File: config.mk
export PLATFORM = sky130hd
export DESIGN_NAME = clk_divider
export DESIGN_NICKNAME = d
export VERILOG_FILES = /design/src/rtl/clk_divider.sv
export SDC_FILE = /design/constraint.sdc
export NUM_CORES = 1
export LEC_CHECK = 0
export CORE_AREA = 2 2 39 41
export DETAILED_ROUTE_END_ITERATION = 6
export DIE_AREA = 0 0 41 43
export HOLD_SLACK_MARGIN = 0.05
export SLEW_MARGIN = 20
export SYNTH_ARGS = -nofsm -noshare
export SYNTH_HDL_FRONTEND = slang
export SYNTH_SLANG_ARGS = --single-unit
File: constraint.sdc
create_clock -name refclk -period 0.8 [get_ports refclk]
set_input_delay 0.16 -clock refclk [delete_from_list [all_inputs] [get_ports refclk]]
set_output_delay 0.16 -clock refclk [all_outputs]
set_load 0.02 [all_outputs]
File: src/rtl/clk_divider.sv
// Integer refclk divider producing a 50% duty outclk_0 plus a lock flag.
`timescale 1ns/1ps
module clk_divider #(
  parameter int DIVIDE      = 2,
  parameter int LOCK_CYCLES = 16
) (
  input  logic refclk,
  input  logic rst,
  output logic outclk_0,
  output logic locked
);

  localparam int W  = (DIVIDE < 2) ? 1 : $clog2(DIVIDE);
  localparam int LW = (LOCK_CYCLES < 1) ? 1 : $clog2(LOCK_CYCLES + 1);
  localparam logic [W-1:0]  LAST = W'(DIVIDE - 1);
  localparam logic [W-1:0]  HI   = W'(DIVIDE / 2);
  localparam logic [LW-1:0] LC   = LW'(LOCK_CYCLES);

  if (DIVIDE < 2) begin : g_bad_div
    $error("clk_divider: DIVIDE must be >= 2");
  end
  if (LOCK_CYCLES < 1) begin : g_bad_lock
    $error("clk_divider: LOCK_CYCLES must be >= 1");
  end

  logic [1:0]    sync;
  logic          rst_i;
  logic [W-1:0]  cnt;
  logic [W-1:0]  cnt_nx;
  logic          wrap;
  logic          p;
  logic [LW-1:0] lcnt;

  always_ff @(posedge refclk or negedge rst) begin
    if (!rst) sync <= 2'b00;
    else      sync <= {sync[0], 1'b1};
  end

  assign rst_i  = sync[1];
  assign wrap   = (cnt == LAST);
  assign cnt_nx = wrap ? '0 : cnt + W'(1);

  always_ff @(posedge refclk or negedge rst_i) begin
    if (!rst_i) begin
      cnt <= LAST;
      p   <= 1'b0;
    end else begin
      cnt <= cnt_nx;
      p   <= (cnt_nx < HI);
    end
  end

  // lock fires on the wrap that makes the (LOCK_CYCLES+1)-th rising edge
  always_ff @(posedge refclk or negedge rst_i) begin
    if (!rst_i) begin
      lcnt   <= '0;
      locked <= 1'b0;
    end else if (wrap) begin
      if (lcnt == LC) locked <= 1'b1;
      else            lcnt   <= lcnt + LW'(1);
    end
  end

  if (DIVIDE % 2 == 1) begin : g_odd
    logic n;
    always_ff @(negedge refclk or negedge rst_i) begin
      if (!rst_i) n <= 1'b0;
      else        n <= p;
    end
    assign outclk_0 = p | n;
  end else begin : g_even
    assign outclk_0 = p;
  end

endmodule

==> results.ini, run 1 <==
[placement]
place_area_um2=507
finalWeightedCongestion=0.644
place_worst_setup_slack_ns=-0.567
portBuffers=3
post-dp-hpwl_um=553

[routing]
drt_iter0_drc=4
via_per_inst=4.10
routedWlPerCell_um=12.6
drc=0
wl_um=792
ant_nets=0
drt-pass1-iter-count=4
num_vias=258

[die]
die_y_um=43
start_util_pct=28.7
fp.dieW_um=41
placementRows=14
io_pins=4
core_um2=1380
die_area_um2=1760

[worst_setup_path]
critPathLaunchType=register
ff2ff_path_depth=5
reg2reg_slack_ns=-0.56
r2r-start=lcnt[0]$_DFFE_PN0P_
worstPathMaxFanout=2
cp_data_arrival_time_ns=1.51
path_class=register to register
timing.rr.end=lcnt[1]$_DFFE_PN0P_
worstSetupEndpointType=register
critPathRequiredTime_ns=0.95

[clock_network]
htreeDepth=1
cts_made_buffers=3
cts_tree=yes
clkSinkCount=10
clockRootBuffer=clkbuf_4
max-clock-path-buffers=2
clkSlewWorstSetupHoldPaths_ns=0.07
clk-insertion-delay-late_ns=0.26

[power]
leakagePower_nw=0.278
p_per_area_nw_per_um2=1580
vdd_drop_max_mv=0.953

[sta]
fin_worst_skew_ns=0.00623
setup_viol=10
rsz0062_at_grt=true
setup_ws_ns=-0.562
finalCriticalPeriod_ns=1.36
hold_viol=0
max_freq_mhz=734
post-route-period-util_pct=170
slew_violations=0

[finish]
layout-drive-gt1-share_pct=55.3
fin_area_um2=614
antenna-diode-count=0
fin_nets=52
final_common_cell=buf_4
finish.utilization_pct=44.4
syn_to_final_growth_pct=54.9
final_cell_mix=buf_4, dfrtp_1, clkbuf_4, buf_6

[synth]
ys_seq_elements=10
ys_warn_count=0
synthDistinctLibCells=14
synthCells=28
syn_area_um2=397
seq_area_frac_synth_pct=63.4
synth_fp_nets=32
synth.avg_cell_area_um2=14.2

[global_route]
antenna_found_initial=0
grt_max_degree=9
globalRouteTotalUtil_pct=12.5
grt_pass1_wl_mm=1.33
grt-ovfl-total=0
grt_pass1_vias=298

[job]
maxCapViolCount=0

[status]
violations=setup timing
outcome=finished, violations left

[hold_path]
hold_class=register to async pin

logic make-up (layout without fill, tap and decap cells):
logic type	count (synthesis)	count (layout)	synth area share, %
AOI/OAI and AO/OA	1	1	2.21
xor gates and xnor gates	4	4	8.83
adders and majority gates	2	2	6.31
buffers and inverters	3	22	2.84
DFF	10	10	63.4
muxes	1	1	3.78
other	1	1	0.945
and+or+nand+nor	6	6	11.7
state kept, by name (all words and copies together), names as in the netlist:
| signal | flops |
|---|---|
| locked | 1 |
| outclk_0 | 1 |
| sync | 2 |
| cnt | 1 |
| lcnt | 5 |
final cells by class:
| cell class | count | area [µm²] |
|---|---|---|
| sequential | 10 | 251 |
| fill | 137 | 769 |
| multi-input combinational | 15 | 166 |
| tap | 16 | 20.0 |
| inverter | 3 | 11.3 |
| clock buffer | 4 | 36.3 |
| timing repair buffer | 15 | 129 |
worst max path at each step:
stage,from,to
after floorplan,lcnt[0]$_DFFE_PN0P_,lcnt[1]$_DFFE_PN0P_
after global placement,lcnt[0]$_DFFE_PN0P_,lcnt[1]$_DFFE_PN0P_
after detailed placement,lcnt[0]$_DFFE_PN0P_,lcnt[1]$_DFFE_PN0P_
after CTS,lcnt[0]$_DFFE_PN0P_,lcnt[1]$_DFFE_PN0P_
after global routing,lcnt[0]$_DFFE_PN0P_,lcnt[1]$_DFFE_PN0P_
final,lcnt[0]$_DFFE_PN0P_,lcnt[1]$_DFFE_PN0P_
cells in the mapped netlist:
cell type,count,share of area [%]
a21o_2,1,2.2
and4bb_1,1,3.2
dfstp_2,1,6.6
mux2_4,1,3.8
nand4_1,2,3.2
dfrtp_1,9,57
nand2_1,1,0.95
nand2b_4,1,3.5
nor2_1,1,0.95
ha_1,2,6.3
xnor2_1,3,6.6
conb_1,1,0.95
inv_1,3,2.8
xor2_1,1,2.2
routing by layer:
metal,wire length [µm],vias up,track usage [%]
met4,10,0,6.00
li1,-,128,-
met2,440,2,20.0
met3,24,2,6.28
met5,0,-,0
met1,317,126,12.8
worst max-delay path: stages, from the launching register on:
cell      delay [ns]
dfrtp_1         0.39
inv_2           0.08
ha_4            0.12
and4bb_1        0.22
nand2b_4        0.15
mux2_4          0.29
power breakdown:
group	internal [mW]	switching (mW)	total, mW
registers	0.511	0.00834	0.519
logic	0.00749	0.00293	0.0104
clock network	0.276	0.167	0.443
stage by stage:
| stage | total power, mW | TNS (ns) | hold slack [ns] | std cells |
|---|---|---|---|---|
| after floorplan | 0.527 | -1.65 | -0.136 | 28 |
| after global placement | 0.534 | -2.58 | 0.118 | 55 |
| after detailed placement | 0.535 | -2.85 | 0.137 | 55 |
| after CTS | 0.983 | -2.61 | 0.0540 | 61 |
| after global routing | 1.02 | -2.97 | 0.163 | 63 |
| final | 0.972 | -2.59 | 0.127 | 63 |
repair_timing:
action,4_1_cts,5_1_grt
hold buffers,0,1
setup buffers,4,3
gates resized for setup,16,5
pin swaps,7,2
endpoints found under the hold margin,0,2
endpoints found under the setup margin,9,10
Note: power is estimated with default switching activity, not from simulation.
==> run 2: changes to the inputs <==
DONT_BUFFER_PORTS = 1   (was default)
PLACE_DENSITY = 0.53   (was default)
==> results.ini, run 2 (synthesis gave the netlist of run 1 again) <==
[sta]
fin_worst_skew_ns=0.00387
hold_viol=0
slew_violations=0
setup_ws_ns=-0.542
post-route-period-util_pct=168
max_freq_mhz=745
rsz0062_at_grt=true
tns_ns=-2.33
setup_viol=9
finalCriticalPeriod_ns=1.34

[worst_setup_path]
ff2ff_path_depth=5
max_stage_delay_ns=0.39
r2r-start=lcnt[1]$_DFFE_PN0P_
cp_data_arrival_time_ns=1.49
cp_num_cells=5
worstSetupEndpointType=register
cp_num_buf_inv=1
critPathTopFamily=flip-flops
cp-endpoint=lcnt[1]$_DFFE_PN0P_
critPathLaunchType=register
timing.rr.end=lcnt[1]$_DFFE_PN0P_
reg2reg_slack_ns=-0.54
slowest_stage=dfrtp_1
path_class=register to register
critical_path.cell_chain=inv_2 -> ha_4 -> and4bb_1 -> nand2b_4 -> mux2_4
critPathRequiredTime_ns=0.95
worstPathMaxFanout=2
cp-startpoint=lcnt[1]$_DFFE_PN0P_

[finish]
fin_nets=50
fillers=135
syn_to_final_growth_pct=47.9
multi_input_comb_area_um2=159
final_common_cell=buf_4
layout-drive-gt1-share_pct=55.6
fin_area_um2=587
ff_latch_area_um2=253
largest_register_ffs=5
stdcell_count=61
regMostFlops=lcnt
antenna-diode-count=0
finish.utilization_pct=42.4
top_regs=lcnt (5), sync (2)
final_cell_mix=buf_4, dfrtp_1, xnor2_1, clkbuf_4

[routing]
routedWlPerCell_um=11.7
drt_iter0_drc=3
num_vias=249
ant_nets=0
wl_um=714
drc=0
via_per_inst=4.08
drt-pass1-iter-count=4

[global_route]
grt_pass1_wl_mm=1.26
grt-ovfl-total=0
grt_max_degree=9
antenna_found_initial=0
globalRouteTotalUtil_pct=12.0
grt_pass1_vias=304

[die]
die_y_um=43
die_area_um2=1760
fp.dieW_um=41
core_um2=1380
io_pins=4
start_util_pct=28.7
placementRows=14

[hold_path]
hold_class=input pin to async pin

[status]
violations=setup timing
outcome=finished, violations left

[clock_network]
clkSlewWorstSetupHoldPaths_ns=0.07
clkSinkCount=10
clockRootBuffer=clkbuf_4
htreeDepth=1
cts_made_buffers=3
max-clock-path-buffers=2
cts_tree=yes
clk-insertion-delay-late_ns=0.26

[power]
leakagePower_nw=0.262
vdd_drop_max_mv=0.998
p_per_area_nw_per_um2=1660
power.total_mw=0.972

[job]
maxCapViolCount=0

[placement]
dp_cells=53
finalWeightedCongestion=0.690
post-dp-hpwl_um=474
portBuffers=0
place_area_um2=484

## run 2: cell count changes in the layout (fill, tap and decap cells not counted)
| cell | delta |
|---|---|
| dfrtp_1 | -1 |
| xnor2_2 | -1 |
| buf_6 | -1 |
| dfrtp_2 | +1 |
| clkdlybuf4s50_1 | -1 |
| xnor2_1 | +1 |
## run 2: worst min path at each step
stage | startpoint | end | slack (ns) | depth (start not counted)
after CTS | rst | sync[0]$_DFF_PN0_ | 0.12 | 1
final | rst | sync[0]$_DFF_PN0_ | 0.13 | 1
after detailed placement | rst | sync[0]$_DFF_PN0_ | -0.14 | 0
after global routing | rst | sync[0]$_DFF_PN0_ | 0.12 | 1
after global placement | rst | sync[1]$_DFF_PN0_ | -0.14 | 0
after floorplan | rst | sync[0]$_DFF_PN0_ | -0.14 | 0
## run 2: layout make-up
cell class	instances	share of cell area, %
sequential	10	43.1
multi-input combinational	15	27.1
timing repair buffer	13	18.3
clock buffer	4	6.18
tap	16	3.41
inverter	3	1.92
## run 2: power by group
part,internal (mW),switching [mW]
sequential,0.511,0.00855
combinational,0.00333,0.00268
clock,0.276,0.170
total,0.790,0.181
## run 2: per-layer routing
metal | track usage, % | wire (µm)
met3 | 6.28 | 19
met2 | 17.2 | 385
met1 | 12.0 | 309
met5 | 0 | 0
met4 | 10.0 | 0
## run 2: what timing repair did
action	CTS	global route
hold buffers	1	0
gates resized for setup	6	5
endpoints found under the setup margin	9	9
gates cloned	0	0
buffers inserted	4	2
pin swaps	6	4
hold endpoints to repair	2	0
## run 2: metrics by stage
stage	hold WS, ns	setup slack, ns
2_1_floorplan	-0.136	-0.550
3_3_place_gp	-0.136	-0.522
3_5_place_dp	-0.136	-0.523
4_1_cts	0.121	-0.543
5_1_grt	0.116	-0.584
6_report	0.129	-0.542
==> run 3: changes to the inputs <==
SETUP_SLACK_MARGIN = 0.2   (was default)
==> results.ini, run 3 (synthesis gave the netlist of run 1 again) <==
[clock_network]
clockRootBuffer=clkbuf_4
clk-insertion-delay-late_ns=0.26
htreeDepth=1
max-clock-path-buffers=2
cts_made_buffers=3
clkSlewWorstSetupHoldPaths_ns=0.07
cts_tree=yes
clkSinkCount=10

[finish]
finish.utilization_pct=44.0
top_regs=lcnt (5), sync (2)
antenna-diode-count=0
layout-drive-gt1-share_pct=57.4
regMostFlops=lcnt
fin_nets=52
fillers=137
syn_to_final_growth_pct=53.6
ff_latch_area_um2=253
fin_area_um2=609
final_cell_mix=buf_4, dfrtp_1, buf_6
largest_register_ffs=5
multi_input_comb_area_um2=159
final_common_cell=buf_4

[routing]
routedWlPerCell_um=12.5
drt_iter0_drc=13
route.top_layer_used=met4
drc=0
num_vias=260
wl_met2_um=440
route.met3.wl_um=22
ant_nets=0
drt-pass1-iter-count=3
via_per_inst=4.13
wl_um=789
routedLengthMet1_um=319

[global_route]
grt_pass1_wl_mm=1.26
antenna_found_initial=0
grt_pass1_vias=304
globalRouteTotalUtil_pct=12.0
grt-ovfl-total=0
grt_max_degree=9

[worst_setup_path]
worstPathMaxFanout=2
critical_path.cell_chain=inv_2 -> ha_4 -> and4bb_1 -> nand2b_4 -> mux2_4
critPathTopFamily=flip-flops
cp_num_buf_inv=1
max_stage_delay_ns=0.39
critPathRequiredTime_ns=0.95
critPathLaunchType=register
worstSetupEndpointType=register
slowest_stage=dfrtp_1
path_class=register to register
cp_data_arrival_time_ns=1.49

[placement]
place_area_um2=484
portBuffers=0
finalWeightedCongestion=0.690
post-dp-hpwl_um=474

[sta]
setup_ws_ns=-0.543
slew_violations=0
post-route-period-util_pct=168
max_freq_mhz=745
finalCriticalPeriod_ns=1.34
setup_viol=9
rsz0062_at_grt=true
hold_viol=0
fin_worst_skew_ns=0.00336

[power]
power.total_mw=0.972
vdd_drop_max_mv=0.996
leakagePower_nw=0.275
p_per_area_nw_per_um2=1590

[die]
fp.dieW_um=41
placementRows=14
io_pins=4
die_area_um2=1760
die_y_um=43
core_um2=1380
start_util_pct=28.7

[job]
maxCapViolCount=0

[status]
outcome=finished, violations left
violations=setup timing

[hold_path]
hold_class=input pin to async pin

## run 3: cell count changes in the layout (fill, tap and decap cells not counted), sizes merged
cell	previous run	this run
buf	12	14
## run 3: area by class of cell
cell class / instances / share of cell area [%]
Multi-Input combinational cell: 15 / 26.1
Timing Repair Buffer: 15 / 21.4
Sequential cell: 10 / 41.5
Tap cell: 16 / 3.29
Clock buffer: 4 / 5.95
Inverter: 3 / 1.85
## run 3: what timing repair did
action,in CTS,in global routing
pin swaps,6,5
gates resized for setup,6,5
hold endpoints to repair,2,0
buffers inserted,4,1
endpoints found under the setup margin,10,10
hold buffers,1,0
## run 3: report_power, final
| group | internal, mW | switching [mW] | total (mW) |
|---|---|---|---|
| clock network | 0.276 | 0.170 | 0.446 |
| registers | 0.511 | 0.00862 | 0.519 |
| logic | 0.00333 | 0.00266 | 0.00599 |
## run 3: final timing paths
| kind | start | end | cells past startpoint | slack, ns |
|---|---|---|---|---|
| worst min-delay path | rst | sync[0]$_DFF_PN0_ | 1 | 0.13 |
| min in group refclk | sync[0]$_DFF_PN0_ | sync[1]$_DFF_PN0_ | 0 | 0.37 |
| max in group asynchronous | sync[1]$_DFF_PN0_ | cnt$_DFF_PN1_ | 0 | 0.38 |
| worst min register to register | sync[1]$_DFF_PN0_ | locked$_DFFE_PN0P_ | 0 | 0.13 |
| worst max register to register | lcnt[1]$_DFFE_PN0P_ | lcnt[1]$_DFFE_PN0P_ | 5 | -0.54 |
| worst max-delay path | lcnt[1]$_DFFE_PN0P_ | lcnt[1]$_DFFE_PN0P_ | 5 | -0.54 |
## run 3: routing by layer
metal	up-vias	track usage (%)
met5	-	0
met4	0	10.0
met3	2	6.28
met2	2	17.2
met1	129	12.0
li1	127	-
## run 3: per-stage QoR
| stage | setup TNS, ns | cells | hold WS (ns) | setup slack, ns |
|---|---|---|---|---|
| after floorplan | -1.65 | 28 | -0.136 | -0.550 |
| after global placement | -2.04 | 53 | -0.136 | -0.522 |
| after detailed placement | -2.08 | 53 | -0.136 | -0.523 |
| after CTS | -2.61 | 62 | 0.121 | -0.543 |
| after global routing | -3.34 | 63 | 0.116 | -0.592 |
| final | -2.91 | 63 | 0.129 | -0.543 |
